<file path="config.mk">
export PLATFORM = sky130hd
export DESIGN_NAME = ternary_matvec_unit
export DESIGN_NICKNAME = d
export VERILOG_FILES = /design/src/rtl/config_pkg.sv /design/src/rtl/ternary_mac_lane.sv /design/src/rtl/ternary_matvec_unit.sv
export SDC_FILE = /design/constraint.sdc
export NUM_CORES = 1
export LEC_CHECK = 0
export ABC_AREA = 0
export BUFFER_PORTS_ARGS = -buffer_cell sky130_fd_sc_hd__buf_2
export CAP_MARGIN = 20
export CORE_ASPECT_RATIO = 0.6
export CORE_UTILIZATION = 40
export DETAILED_ROUTE_END_ITERATION = 8
export HOLD_SLACK_MARGIN = 0.1
export SYNTH_ARGS = -nofsm -noshare
export SYNTH_HDL_FRONTEND = slang
export SYNTH_SLANG_ARGS = --single-unit
export TNS_END_PERCENT = 30
</file>
<file path="constraint.sdc">
create_clock -name clk_i -period 6.81 [get_ports clk_i]
set_input_delay 0.3405 -clock clk_i [delete_from_list [all_inputs] [get_ports clk_i]]
set_output_delay 0.3405 -clock clk_i [all_outputs]
set_load 0.01 [all_outputs]
</file>
<file path="src/rtl/config_pkg.sv">
// Shared ternary / Q5.3 fixed-point types and arithmetic helpers.
// Weight codes: 2'b00 = 0, 2'b01 = +1, 2'b11 = -1, 2'b10 = illegal.
package config_pkg;

  localparam int D = 4;

  typedef logic signed [1:0] ternary_t;
  typedef logic signed [7:0] fixed_point_t;
  typedef fixed_point_t [D-1:0] vector_t;
  typedef ternary_t [D-1:0][D-1:0] ternary_matrix_t;

  typedef enum logic [1:0] {IDLE, COMPUTE, DONE} matvec_state_t;

  localparam fixed_point_t FixedPointMax  = 8'sd127;
  localparam fixed_point_t FixedPointMin  = -8'sd128;
  localparam ternary_t     TernaryIllegal = 2'sb10;

  function automatic logic ternary_is_legal(ternary_t w);
    return w != TernaryIllegal;
  endfunction

  // Negating the most negative value clamps rather than wrapping back to itself.
  function automatic fixed_point_t ternary_mul(ternary_t w, fixed_point_t x);
    fixed_point_t res;
    unique case (w)
      2'sb00:  res = '0;
      2'sb01:  res = x;
      2'sb11:  res = (x == FixedPointMin) ? FixedPointMax : -x;
      default: res = 'x;
    endcase
    return res;
  endfunction

  function automatic fixed_point_t fixed_point_add(fixed_point_t a, fixed_point_t b);
    logic signed [8:0] sum;
    sum = {a[7], a} + {b[7], b};
    if (sum > 9'sd127) begin
      return FixedPointMax;
    end else if (sum < -9'sd128) begin
      return FixedPointMin;
    end else begin
      return fixed_point_t'(sum[7:0]);
    end
  endfunction

endpackage

</file>
<file path="src/rtl/ternary_mac_lane.sv">
// One row accumulator: adds the ternary-weighted activation each enabled cycle,
// saturating at every step.
module ternary_mac_lane
  import config_pkg::*;
(
  input  logic         clk_i,
  input  logic         rst_ni,
  input  logic         clear_i,
  input  logic         en_i,
  input  ternary_t     weight_i,
  input  fixed_point_t act_i,
  output fixed_point_t acc_next_o
);

  fixed_point_t acc_q;
  fixed_point_t acc_d;
  fixed_point_t contrib;

  // The illegal code is steered to zero here so ternary_mul never sees it on the used path.
  always_comb begin
    contrib = '0;
    if (ternary_is_legal(weight_i)) begin
      contrib = ternary_mul(weight_i, act_i);
    end
    acc_d = acc_q;
    if (clear_i) begin
      acc_d = '0;
    end else if (en_i) begin
      acc_d = fixed_point_add(acc_q, contrib);
    end
  end

  always_ff @(posedge clk_i or negedge rst_ni) begin
    if (!rst_ni) begin
      acc_q <= '0;
    end else begin
      acc_q <= acc_d;
    end
  end

  assign acc_next_o = acc_d;

endmodule

</file>
<file path="src/rtl/ternary_matvec_unit.sv">
// Sequential ternary matrix-vector multiplier: one column per cycle across all
// rows, saturating Q5.3 accumulation, registered valid/ready handshakes.
module ternary_matvec_unit
  import config_pkg::*;
#(
  parameter int D = config_pkg::D
) (
  input  logic            clk_i,
  input  logic            rst_ni,
  input  logic            in_valid_i,
  output logic            in_ready_o,
  input  ternary_matrix_t matrix_i,
  input  vector_t         vector_i,
  output logic            out_valid_o,
  input  logic            out_ready_i,
  output vector_t         result_o,
  output logic            illegal_o
);

  localparam int ColW = (D > 1) ? $clog2(D) : 1;

  matvec_state_t   state_q;
  logic [ColW-1:0] col_q;
  ternary_matrix_t w_q;
  vector_t         x_q;
  vector_t         result_q;
  logic            illegal_q;
  logic            illegal_out_q;
  logic            in_ready_q;
  logic            out_valid_q;

  logic    accept;
  logic    computing;
  logic    lastCol;
  logic    colIllegal;
  vector_t accNext;

  assign accept    = (state_q == IDLE) && in_valid_i;
  assign computing = (state_q == COMPUTE);
  assign lastCol   = (col_q == ColW'(D - 1));

  always_comb begin
    colIllegal = 1'b0;
    for (int r = 0; r < D; r++) begin
      if (!ternary_is_legal(w_q[r][col_q])) begin
        colIllegal = 1'b1;
      end
    end
  end

  for (genvar r = 0; r < D; r++) begin : g_lane
    ternary_mac_lane u_lane (
      .clk_i      (clk_i),
      .rst_ni     (rst_ni),
      .clear_i    (accept),
      .en_i       (computing),
      .weight_i   (w_q[r][col_q]),
      .act_i      (x_q[col_q]),
      .acc_next_o (accNext[r])
    );
  end

  // The result captures the lane's next value so the last column is included on entry to DONE.
  always_ff @(posedge clk_i or negedge rst_ni) begin
    if (!rst_ni) begin
      state_q       <= IDLE;
      col_q         <= '0;
      w_q           <= '0;
      x_q           <= '0;
      result_q      <= '0;
      illegal_q     <= 1'b0;
      illegal_out_q <= 1'b0;
      in_ready_q    <= 1'b1;
      out_valid_q   <= 1'b0;
    end else begin
      case (state_q)
        IDLE: begin
          if (in_valid_i) begin
            w_q        <= matrix_i;
            x_q        <= vector_i;
            illegal_q  <= 1'b0;
            col_q      <= '0;
            in_ready_q <= 1'b0;
            state_q    <= COMPUTE;
          end
        end
        COMPUTE: begin
          if (colIllegal) begin
            illegal_q <= 1'b1;
          end
          if (lastCol) begin
            col_q         <= '0;
            result_q      <= accNext;
            illegal_out_q <= illegal_q | colIllegal;
            out_valid_q   <= 1'b1;
            state_q       <= DONE;
          end else begin
            col_q <= col_q + 1'b1;
          end
        end
        DONE: begin
          if (out_ready_i) begin
            out_valid_q <= 1'b0;
            in_ready_q  <= 1'b1;
            state_q     <= IDLE;
          end
        end
        default: state_q <= IDLE;
      endcase
    end
  end

  assign in_ready_o  = in_ready_q;
  assign out_valid_o = out_valid_q;
  assign result_o    = result_q;
  assign illegal_o   = illegal_out_q;

endmodule

</file>
==> flow_summary.json <==
{
  "cpLargestDelayFamily": "compound AO/OA/AOI/OAI gates",
  "synth_cell_type_count": 63,
  "nFillCells": 1852,
  "largest_family_of_logic_cells_by_synthesized_area": "simple AND/OR/NAND/NOR gates",
  "die_x_um": 182,
  "crit_type": "reg2reg",
  "top_level_ports": 103,
  "tns_ns": 0,
  "path_max_fanout": 19,
  "timing_worst_slew_pin_value_ns": 0.908,
  "synth-edff-count": 0,
  "clock_tree_from_tritoncts": "built",
  "max-slew-margin-rel_pct": 39.1,
  "synth_compound_gate_area_share_pct": 17.6,
  "drtAntennaViolNets": 0,
  "syn-cell-area_um2": 7770,
  "finalSetupViolations": 0,
  "initialDrtViolationCount": 465,
  "yosys-mux-area-fraction_pct": 5.47,
  "critical_path.cell_chain": "buf_4 > mux4_2 > or3_1 > or3_4 > or3b_4 > nand2b_4 > a21oi_2 > a311oi_2 > ha_1 > o21ai_0 > o21bai_1 > a21o_1 > a2111o_1 > mux2_2 > o21ai_0 > a211oi_1",
  "synth_xor_area_share_pct": 2.14,
  "clk_latency_ns": 0.42,
  "max-cap-violations": 0,
  "critical-path-top-cell-by-count": "sky130_fd_sc_hd__o21ai_0",
  "synth.yosys.seq_area_share_pct": 43.8,
  "core.rowCount": 39,
  "ctsRootBufferMaster": "sky130_fd_sc_hd__clkbuf_16",
  "critPathLaunchType": "flop",
  "drcViolationCount": 0,
  "synth.net_count": 982,
  "area_growth_syn_to_layout_pct": 18.3,
  "required_ns": 7.08,
  "cp_data_arrival_time_ns": 6.12,
  "grt_overflow": 0,
  "synth_seq_cells": 136,
  "cts_max_level": 4,
  "netlist_instances": 876,
  "track_usage_pct": 22.3,
  "dp.final_hpwl_um": 14500,
  "floorplan.die.height_um": 110,
  "detailed_router_iteration_count_before_antenna_repair": 4,
  "count_of_input_and_output_buffers": 102,
  "first_global_vias": 6312,
  "post_synth_most_frequent_cells": "248 x sky130_fd_sc_hd__nand2_1, 135 x sky130_fd_sc_hd__dfrtp_1, 65 x sky130_fd_sc_hd__o21ai_0, 62 x sky130_fd_sc_hd__nor2_1, 61 x sky130_fd_sc_hd__a21oi_1",
  "place_congestion": 0.926,
  "report.final.hold_viol_count": 0,
  "initial_antenna_violation_count": 0,
  "synth_simple_gate_area_share_pct": 21.0,
  "finalCriticalPeriod_ns": 5.85,
  "grt_setup_unrepaired": "no",
  "path_clk_slew_ns": 0.06,
  "asyncSetResetFlopFracSynth_pct": 100,
  "grt_first_pass_wirelength_um": 34100,
  "initial_utilization_pct": 40.8,
  "netlist.top_cell.by_area": "sky130_fd_sc_hd__dfrtp_1",
  "synth_top_cells_by_area": "sky130_fd_sc_hd__dfrtp_1 43%, sky130_fd_sc_hd__nand2_1 12%, sky130_fd_sc_hd__ha_1 5.5%",
  "ys.flop_type": "sky130_fd_sc_hd__dfrtp_1",
  "cts_inserted_buffers": 17,
  "critPathCaptureType": "flop",
  "antenna_diode_count": 0,
  "routed_wl_um": 20900,
  "slew_viol_final": 0,
  "run_status": "finished clean",
  "critical-path-max-stage-delay_ns": 0.70,
  "netlist.area_leader.share_pct": 43.5,
  "dr_total_vias": 6569,
  "core_area_um2": 19000,
  "timing.critical_path.slowest_stage_cell": "sky130_fd_sc_hd__mux4_2",
  "yosysWarnings": 0,
  "post_cts.repair.setup_buffers": 0,
  "cell_with_the_most_instances_after_synthesis": "sky130_fd_sc_hd__nand2_1",
  "post_synth.cell_area_avg_um2": 8.87,
  "final_layout_size_suffix_gt1_share_pct": 18.7,
  "nNetsFinal": 1077,
  "yosys.area_share.adder_pct": 7.02,
  "routedWlPerCell_um": 17.0,
  "clock.fmax_mhz": 171,
  "min_path_type": "in2reg",
  "cts.path.max_buffers": 2,
  "vias_per_cell": 5.34,
  "maximum_number_of_pins_on_one_net_before_global_route_repair": 71,
  "die-area_um2": 20000,
  "tritoncts_num_sinks": 136,
  "worst-path-buf-inv": 1,
  "period_utilization_post_route_pct": 86.0,
  "fin_worst_skew_ns": 0.00809
}
==> cell families after synthesis <==
logic type / count (synthesis)
simple gates: 382
mux: 25
compound gates: 217
buf+inv: 55
xor+xnor: 19
fa+ha+maj: 42
flops: 136
==> flip-flops by register name (all words and copies together), names as in the netlist <==
register and count:
illegal_q 1, state_q 2, out_valid_o 1, in_ready_o 1
result_o 32, w_q 32, illegal_o 1, x_q 32
g_lane.u_lane.acc_q 32, col_q 2
==> timing repair <==
| item | 4_1_cts | 5_1_grt |
|---|---|---|
| resized for setup | 0 | 0 |
| hold endpoints to repair | 77 | 0 |
| hold buffers | 9 | 0 |
==> worst paths after layout <==
kind | start | to | slack [ns] | cells after the start
worst max-delay path | col_q[0]$_DFFE_PN0P_ | g_lane[0].u_lane.acc_q[3]$_DFF_PN0_ | 0.96 | 16
worst min-delay path | matrix_i[7] | w_q[7]$_DFFE_PN0P_ | 0.11 | 3
worst max register to register | col_q[0]$_DFFE_PN0P_ | g_lane[0].u_lane.acc_q[3]$_DFF_PN0_ | 0.96 | 16
worst min register to register | w_q[3]$_DFFE_PN0P_ | w_q[3]$_DFFE_PN0P_ | 0.47 | 2
max in group asynchronous | rst_ni | g_lane[1].u_lane.acc_q[5]$_DFF_PN0_ | 4.99 | 3
min in group asynchronous | rst_ni | x_q[11]$_DFFE_PN0P_ | 0.51 | 2
==> layer usage <==
layer / global-route usage, % / part of all wire [%]
met5: 0 / 0
met4: 5.10 / 0.69
met3: 4.67 / 5.7
met2: 31.5 / 40
met1: 34.4 / 54
==> layout make-up <==
class,count,area (µm²),share of cell area [%]
repair buffers,122,691,7.51
inverters,9,33.8,0.367
clock inverters,12,150,1.63
multi-input cells,685,4150,45.1
well taps,246,308,3.35
clock buffers,20,457,4.97
flip-flops and latches,136,3400,37.0
==> through the flow <==
stage / utilization [%] / instances / hold WS [ns] / setup slack (ns) / instance area, µm²
2_1_floorplan: - / 876 / 0.0449 / 1.41 / 7770
3_3_place_gp: 44.6 / 1187 / 0.400 / 1.11 / 8480
3_5_place_dp: 44.6 / 1188 / 0.402 / 1.04 / 8490
4_1_cts: 48.3 / 1229 / 0.100 / 0.992 / 9180
5_1_grt: 48.3 / 1230 / 0.106 / 0.638 / 9200
6_report: 48.3 / 1230 / 0.112 / 0.956 / 9200
==> worst min-delay path, stage by stage <==
cell,delay (ns)
sky130_fd_sc_hd__buf_2,0.07
sky130_fd_sc_hd__nand2_1,0.04
sky130_fd_sc_hd__nand2_1,0.05
==> cell usage in the layout (no fill, tap or decap), types with 4 or more instances in the layout <==
cell / count
sky130_fd_sc_hd__buf_2: 101
sky130_fd_sc_hd__or2_2: 4
sky130_fd_sc_hd__nand2b_1: 10
sky130_fd_sc_hd__dlygate4sd3_1: 9
sky130_fd_sc_hd__and2_1: 6
sky130_fd_sc_hd__nand2_1: 248
sky130_fd_sc_hd__and3_1: 7
sky130_fd_sc_hd__o21bai_1: 5
sky130_fd_sc_hd__a311oi_1: 9
sky130_fd_sc_hd__mux2i_1: 5
sky130_fd_sc_hd__a31oi_1: 5
sky130_fd_sc_hd__clkbuf_16: 17
sky130_fd_sc_hd__ha_1: 34
sky130_fd_sc_hd__maj3_1: 4
sky130_fd_sc_hd__o21a_1: 4
sky130_fd_sc_hd__mux2_2: 7
sky130_fd_sc_hd__xor2_1: 10
sky130_fd_sc_hd__a211oi_1: 15
sky130_fd_sc_hd__o31ai_1: 4
sky130_fd_sc_hd__nor2b_1: 6
sky130_fd_sc_hd__mux4_2: 12
sky130_fd_sc_hd__a21o_1: 16
sky130_fd_sc_hd__inv_1: 9
sky130_fd_sc_hd__nor2_1: 60
sky130_fd_sc_hd__nor3_1: 8
sky130_fd_sc_hd__o21ai_0: 65
sky130_fd_sc_hd__fa_1: 4
sky130_fd_sc_hd__xnor2_1: 9
sky130_fd_sc_hd__or3_1: 5
sky130_fd_sc_hd__buf_4: 9
sky130_fd_sc_hd__clkinv_2: 4
sky130_fd_sc_hd__a21oi_1: 61
sky130_fd_sc_hd__a2111oi_0: 4
sky130_fd_sc_hd__o22a_1: 6
sky130_fd_sc_hd__dfrtp_1: 135
sky130_fd_sc_hd__nand3_1: 11
Power is left out: the tool's default activity adds up to more than one toggle a clock period on the data nets, which glitch-free logic cannot reach.
